--- config.mk ---
export PLATFORM = sky130hd
export DESIGN_NAME = pkt_rcv
export DESIGN_NICKNAME = d
export VERILOG_FILES = /design/src/rtl/pkt_pkg.sv /design/src/rtl/pkt_rcv_fifo.sv /design/src/rtl/pkt_rcv.sv
export SDC_FILE = /design/constraint.sdc
export NUM_CORES = 1
export LEC_CHECK = 0
export CAP_MARGIN = 20
export CORE_MARGIN = 2
export CORE_UTILIZATION = 49
export CTS_CLUSTER_DIAMETER = 150
export DETAILED_ROUTE_END_ITERATION = 10
export PLACE_DENSITY = 0.74
export REMOVE_ABC_BUFFERS = 1
export SLEW_MARGIN = 15
export SYNTH_ARGS = -nofsm -noshare
export SYNTH_HDL_FRONTEND = slang
export SYNTH_SLANG_ARGS = --single-unit
--- constraint.sdc ---
create_clock -name clk -period 3.5 [get_ports clk]
set_clock_uncertainty 0.2 [all_clocks]
set_input_delay 0.7 -clock clk [delete_from_list [all_inputs] [get_ports clk]]
set_output_delay 0.7 -clock clk [all_outputs]
set_load 0.005 [all_outputs]
--- src/rtl/pkt_pkg.sv ---
// Shared packet-bus definitions used by the transmitter and the receiver.
// Holds default field widths, the bus beat structs, the credit type and the
// even-parity helper that produces or checks the ECC bit.
package pkt_pkg;

  localparam int unsigned PKT_PAYLOAD_W = 32;
  localparam int unsigned PKT_FLAGS_W   = 4;
  localparam int unsigned PKT_ADDR_W    = 4;
  localparam int unsigned PKT_ID_W      = 4;
  localparam int unsigned PKT_DEPTH     = 4;
  localparam int unsigned PKT_CNT_W     = 8;

  // Data part of one bus beat.
  typedef struct packed {
    logic [PKT_FLAGS_W-1:0]   flags;
    logic [PKT_ADDR_W-1:0]    addr;
    logic [PKT_PAYLOAD_W-1:0] payload;
    logic                     ecc;
  } pkt_data_t;

  // Control part of one bus beat.
  typedef struct packed {
    logic [PKT_ID_W-1:0] id;
    logic                eop;
  } pkt_ctl_t;

  // Credits returned per cycle: 0, 1 or 2.
  typedef logic [1:0] credit_t;

  // ECC bit that makes payload plus ECC have an even number of ones.
  function automatic logic even_parity(input logic [PKT_PAYLOAD_W-1:0] d);
    return ^d;
  endfunction

endpackage

--- src/rtl/pkt_rcv_fifo.sv ---
// First-word fall-through FIFO for accepted packets.
// Ports: clk, rst (sync, active-high), push/wdata write side, pop/rdata read
// side (rdata is the head entry), count (0..DEPTH), full and empty (registered).
// DEPTH must be a power of 2 so the pointers wrap naturally.
module pkt_rcv_fifo #(
  parameter type         T     = logic [7:0],
  parameter int unsigned DEPTH = 4
) (
  input  logic                       clk,
  input  logic                       rst,
  input  logic                       push,
  input  logic                       pop,
  input  T                           wdata,
  output T                           rdata,
  output logic [$clog2(DEPTH):0]     count,
  output logic                       full,
  output logic                       empty
);

  localparam int unsigned PTR_W = $clog2(DEPTH);

  T                   mem [DEPTH];
  logic [PTR_W-1:0]   wr_ptr;
  logic [PTR_W-1:0]   rd_ptr;
  logic [PTR_W:0]     count_nxt;

  // Next occupancy; simultaneous push and pop leave it unchanged.
  always_comb begin
    count_nxt = count;
    case ({push, pop})
      2'b10:   count_nxt = count + (PTR_W+1)'(1);
      2'b01:   count_nxt = count - (PTR_W+1)'(1);
      default: count_nxt = count;
    endcase
  end

  // Pointers, occupancy and status flags.
  always_ff @(posedge clk) begin
    if (rst) begin
      wr_ptr <= '0;
      rd_ptr <= '0;
      count  <= '0;
      full   <= 1'b0;
      empty  <= 1'b1;
    end else begin
      if (push) wr_ptr <= wr_ptr + PTR_W'(1);
      if (pop)  rd_ptr <= rd_ptr + PTR_W'(1);
      count <= count_nxt;
      full  <= (count_nxt == (PTR_W+1)'(DEPTH));
      empty <= (count_nxt == '0);
    end
  end

  // Storage is not reset; contents are only read while non-empty.
  always_ff @(posedge clk) begin
    if (push) mem[wr_ptr] <= wdata;
  end

  assign rdata = mem[rd_ptr];

endmodule

--- src/rtl/pkt_rcv.sv ---
// Packet-bus receive stage: classifies each beat (parity error, address miss,
// accept), buffers accepted beats for the local CPU and returns credits to
// the transmitter for every freed slot or dropped beat.
// Ports: clk, rst (sync, active-high); bus_* beat inputs (credit-controlled,
// no ready); credit (registered, 0..2); cpu_valid/cpu_ready handshake with
// cpu_payload/cpu_flags/cpu_src_id head fields; par_err_cnt/drop_cnt
// saturating counters; overflow sticky flag.
// Optional build macro PKT_RCV_ECC_CHECK_EN enables the parity check; without
// it bus_ecc is ignored and par_err_cnt reads 0.
module pkt_rcv
  import pkt_pkg::*;
#(
  parameter int unsigned       PAYLOAD_W = PKT_PAYLOAD_W,
  parameter int unsigned       FLAGS_W   = PKT_FLAGS_W,
  parameter int unsigned       ADDR_W    = PKT_ADDR_W,
  parameter int unsigned       ID_W      = PKT_ID_W,
  parameter int unsigned       DEPTH     = PKT_DEPTH,
  parameter logic [ADDR_W-1:0] MY_ADDR   = '0,
  parameter int unsigned       CNT_W     = PKT_CNT_W
) (
  input  logic                 clk,
  input  logic                 rst,
  input  logic                 bus_rx_valid,
  input  logic [FLAGS_W-1:0]   bus_flags,
  input  logic [ADDR_W-1:0]    bus_addr,
  input  logic [PAYLOAD_W-1:0] bus_payload,
  input  logic                 bus_ecc,
  input  logic [ID_W-1:0]      bus_id,
  input  logic                 bus_eop,
  output logic [1:0]           credit,
  output logic                 cpu_valid,
  input  logic                 cpu_ready,
  output logic [PAYLOAD_W-1:0] cpu_payload,
  output logic [FLAGS_W-1:0]   cpu_flags,
  output logic [ID_W-1:0]      cpu_src_id,
  output logic [CNT_W-1:0]     par_err_cnt,
  output logic [CNT_W-1:0]     drop_cnt,
  output logic                 overflow
);

  localparam int unsigned CW = $clog2(DEPTH) + 1;

  typedef struct packed {
    logic [ID_W-1:0]      id;
    logic [FLAGS_W-1:0]   flags;
    logic [PAYLOAD_W-1:0] payload;
  } entry_t;

  logic    par_err_c;
  logic    addr_miss_c;
  logic    accept_c;
  logic    push_c;
  logic    pop_c;
  logic    fifo_full;
  logic    fifo_empty;
  entry_t  wr_entry;
  entry_t  rd_entry;
  logic [CW-1:0] fifo_count_unused;
  logic          eop_unused;

  // eop always equals valid for single-beat packets, so it carries no information.
  assign eop_unused = bus_eop;

  // Beat classification; a parity error outranks an address miss.
  always_comb begin
    par_err_c = 1'b0;
`ifdef PKT_RCV_ECC_CHECK_EN
    par_err_c = bus_rx_valid &&
                (even_parity(PKT_PAYLOAD_W'(bus_payload)) != bus_ecc);
`endif
    addr_miss_c = bus_rx_valid && !par_err_c && (bus_addr != MY_ADDR);
    accept_c    = bus_rx_valid && !par_err_c && !addr_miss_c;
    pop_c       = cpu_valid && cpu_ready;
    // A full FIFO still takes the beat when the head leaves this cycle.
    push_c      = accept_c && (!fifo_full || pop_c);
  end

`ifndef PKT_RCV_ECC_CHECK_EN
  logic ecc_unused;
  assign ecc_unused = bus_ecc;
`endif

  assign wr_entry = '{id: bus_id, flags: bus_flags, payload: bus_payload};

  pkt_rcv_fifo #(
    .T     (entry_t),
    .DEPTH (DEPTH)
  ) u_fifo (
    .clk   (clk),
    .rst   (rst),
    .push  (push_c),
    .pop   (pop_c),
    .wdata (wr_entry),
    .rdata (rd_entry),
    .count (fifo_count_unused),
    .full  (fifo_full),
    .empty (fifo_empty)
  );

  assign cpu_valid   = !fifo_empty;
  assign cpu_payload = rd_entry.payload;
  assign cpu_flags   = rd_entry.flags;
  assign cpu_src_id  = rd_entry.id;

  // Credits, drop counter and sticky overflow.
  always_ff @(posedge clk) begin
    if (rst) begin
      credit   <= '0;
      drop_cnt <= '0;
      overflow <= 1'b0;
    end else begin
      credit <= credit_t'(pop_c) + credit_t'(par_err_c || addr_miss_c);
      if (addr_miss_c && (drop_cnt != '1)) drop_cnt <= drop_cnt + CNT_W'(1);
      if (accept_c && fifo_full && !pop_c) overflow <= 1'b1;
    end
  end

`ifdef PKT_RCV_ECC_CHECK_EN
  // Saturating parity-error counter.
  always_ff @(posedge clk) begin
    if (rst) begin
      par_err_cnt <= '0;
    end else if (par_err_c && (par_err_cnt != '1)) begin
      par_err_cnt <= par_err_cnt + CNT_W'(1);
    end
  end
`else
  assign par_err_cnt = '0;
`endif

endmodule

==> results.sh <==
export IMPL_clockBufferDepth=2
export IMPL_postRouteAntennaNets=0
export IMPL_antenna_cells=0
export IMPL_numCtsBuffers=17
export IMPL_synthTopCellsByCount="edfxtp_1, mux4_2, dfxtp_1"
export IMPL_ys_flop_type="edfxtp_1"
export IMPL_syn_avg_cell_area_sq_um=20.9
export IMPL_max_clock_freq_mhz=306
export IMPL_synth_area_sq_um=6900
export IMPL_layout_nets=512
export IMPL_cellPowerDensity_nw_per_um2=498
export IMPL_globalplace_congestion=0.779
export IMPL_vias=3470
export IMPL_p_total_mw=4.39
export IMPL_htree_num_levels=4
export IMPL_yosysUniqueCellTypes=44
export IMPL_cpPeakStageDelay_ns=0.57
export IMPL_finalSetupViolations=0
export IMPL_cts_clk_slew_worst_paths_ns=0.06
export IMPL_crit_buf_inv=2
export IMPL_core_sq_um=13800
export IMPL_post_cts_setup_buffers=0
export IMPL_ys_top_cells_by_area="edfxtp_1, mux4_2, dfxtp_1"
export IMPL_overflow=0
export IMPL_path_cells="clkdlybuf4s50_1 > or4_4 > a211oi_4 > inv_1 > ha_1 > fa_1 > xnor2_1 > or3_1 > a31o_2"
export IMPL_synthCells=330
export IMPL_grt_pass1_vias=3712
export IMPL_grt_pass1_wl_mm=19.3
export IMPL_area_growth_pct=27.8
export IMPL_clock_sinks=182
export IMPL_critPathSlowestCell="or4_4"
export IMPL_wl_per_cell_microns=19.0
export IMPL_synth_edf_count=160
export IMPL_cts_root_buf="clkbuf_16"
export IMPL_crit_path_end_kind="flop"
export IMPL_drive_above_1_share_pct=21.0
export IMPL_status="complete, no violations"
export IMPL_grt_usage_pct=17.9
export IMPL_period_minus_slack_ns=3.27
export IMPL_yosysSeqAreaShare_pct=76.1
export IMPL_cp_top_family="simple AND/OR/NAND/NOR gates"
export IMPL_die_y_microns=123
export IMPL_worstSkewPairLatency_ns=0.42
export IMPL_fill_cells=968
export IMPL_dr_pass1_iters=4
export IMPL_required_ns=3.61
export IMPL_synth_top_area_share_pct=69.7
export IMPL_stdcell_area_sq_um=8810
export IMPL_worstRegToRegCells=8
export IMPL_drc_errors=0
export IMPL_die_w_microns=123
export IMPL_crit_arrival_ns=3.38
export IMPL_path_depth=9
export IMPL_dpl_hpwl_mm=7.77
export IMPL_hp_class="flop to flop"
export IMPL_yosys_warnings=0
export IMPL_async_reset_ff_share_pct=0
export IMPL_initial_core_util_pct=49.9
export IMPL_cap_violations=0
export IMPL_vdd_drop_max_mv=0.334
export IMPL_place_area_sq_um=8250
export IMPL_row_count=43
export IMPL_rsz0062_at_grt="no"
export IMPL_crit_fanout=3
export IMPL_wl_mm=12.3
export IMPL_cts_tree="built"
export IMPL_worstSetupPathType="primary input to flop"
export IMPL_vias_per_cell=5.36
export IMPL_postCtsHoldBufs=0
export IMPL_final_hold_viol_count=0
export IMPL_startpoint_type="primary input"
export IMPL_max_slew_margin_pct=62.3
export IMPL_first_iter_violations=210
export IMPL_leakage_nw=2.85
export IMPL_drv_slew=0
export IMPL_numPortBuffers=99
export IMPL_hold_ws_ns=0.284
export IMPL_antenna_found_initial=0
export IMPL_post_route_period_util_pct=93.4
export IMPL_worstMarginPinSlew_ns=0.565
export IMPL_ioPinCount=110
export IMPL_yosys_area_top_type="edfxtp_1"
export IMPL_yosysMostFrequentCell="edfxtp_1"
export IMPL_dieArea_sq_um=15000
export IMPL_min_path_cells=2
export IMPL_cts_resized=0
export IMPL_grt_max_degree=41
export IMPL_synth_seq_cells=182
placed cells by master, fill, tap and decap left out, types with 7 or more instances in the layout:
cell and count:
inv_1 9, nor2_1 9, ha_1 7, mux4_2 40
conb_1 8, buf_4 12, edfxtp_1 160, clkbuf_16 17
clkdlybuf4s50_1 99, dfxtp_1 20
metal layers:
| metal | vias up | part of all wire [%] | global-route usage (%) |
|---|---|---|---|
| li1 | 1589 | - | - |
| met4 | 0 | 0.86 | 5.60 |
| met3 | 10 | 6.7 | 7.02 |
| met2 | 97 | 51 | 30.2 |
| met1 | 1774 | 41 | 21.1 |
| met5 | - | 0 | 0 |
area by class of cell:
type                    instances  area, sq um  share of cell area, %
flip-flops and latches        182         5250                   59.6
clock inverters                12          130                   1.48
inverters                       9         33.8                  0.383
well taps                     180          225                   2.56
clock buffers                  20          437                   4.95
repair buffers                117         1200                   13.6
multi-input cells             127         1540                   17.4
metrics by stage:
| stage | setup TNS, ns | util, % | std cells | setup WS, ns |
|---|---|---|---|---|
| 6_report | 0 | 63.7 | 647 | 0.232 |
| 3_3_place_gp | -0.166 | 59.7 | 615 | -0.108 |
| 5_1_grt | 0 | 63.7 | 647 | 0.164 |
| 3_5_place_dp | -0.415 | 59.7 | 615 | -0.190 |
| 4_1_cts | 0 | 63.7 | 647 | 0.242 |
| 2_1_floorplan | 0 | - | 318 | 0.175 |
worst reg2reg max path, stage by stage, from the launching register on:
cell      delay, ns
dfxtp_1        0.32
or2b_1         0.27
a211oi_4       0.26
inv_1          0.07
ha_1           0.23
fa_1           0.39
xnor2_1        0.14
or3_1          0.36
a31o_2         0.27
state kept, by name (all words and copies together), names as in the netlist, named ones only:
register	flops
u_fifo.mem	160
u_fifo.full	1
overflow	1
drop_cnt	8
u_fifo.count	3
u_fifo.wr_ptr	2
credit	2
u_fifo.empty	1
u_fifo.rd_ptr	2
where the power goes:
part | switching (mW) | internal, mW | total (mW)
clock network | 0.750 | 1.05 | 1.80
logic | 0.0784 | 0.127 | 0.205
registers | 0.0121 | 2.37 | 2.38
total | 0.840 | 3.55 | 4.39
cells by family (layout without fill, tap and decap cells):
family / count (synthesis) / after routing / synth area share (%)
XOR/XNOR: 3 / 3 / 0.381
multiplexers: 45 / 45 / 13.9
AO/OA/AOI/OAI: 24 / 24 / 2.83
other: 1 / 8 / 0.0544
AND/OR/NAND/NOR: 39 / 39 / 3.21
buffers and inverters: 28 / 158 / 2.03
adder cells (fa/ha/maj): 8 / 8 / 1.56
flip-flops: 182 / 182 / 76.1
worst paths after layout:
path | start | end | slack (ns)
setup / recovery | bus_addr[1] | u_fifo.empty | 0.23
hold / removal | overflow | overflow | 0.28
setup reg to reg | u_fifo.empty | u_fifo.empty | 0.89
hold reg to reg | overflow | overflow | 0.28
Note: power is estimated with default switching activity, not from simulation.
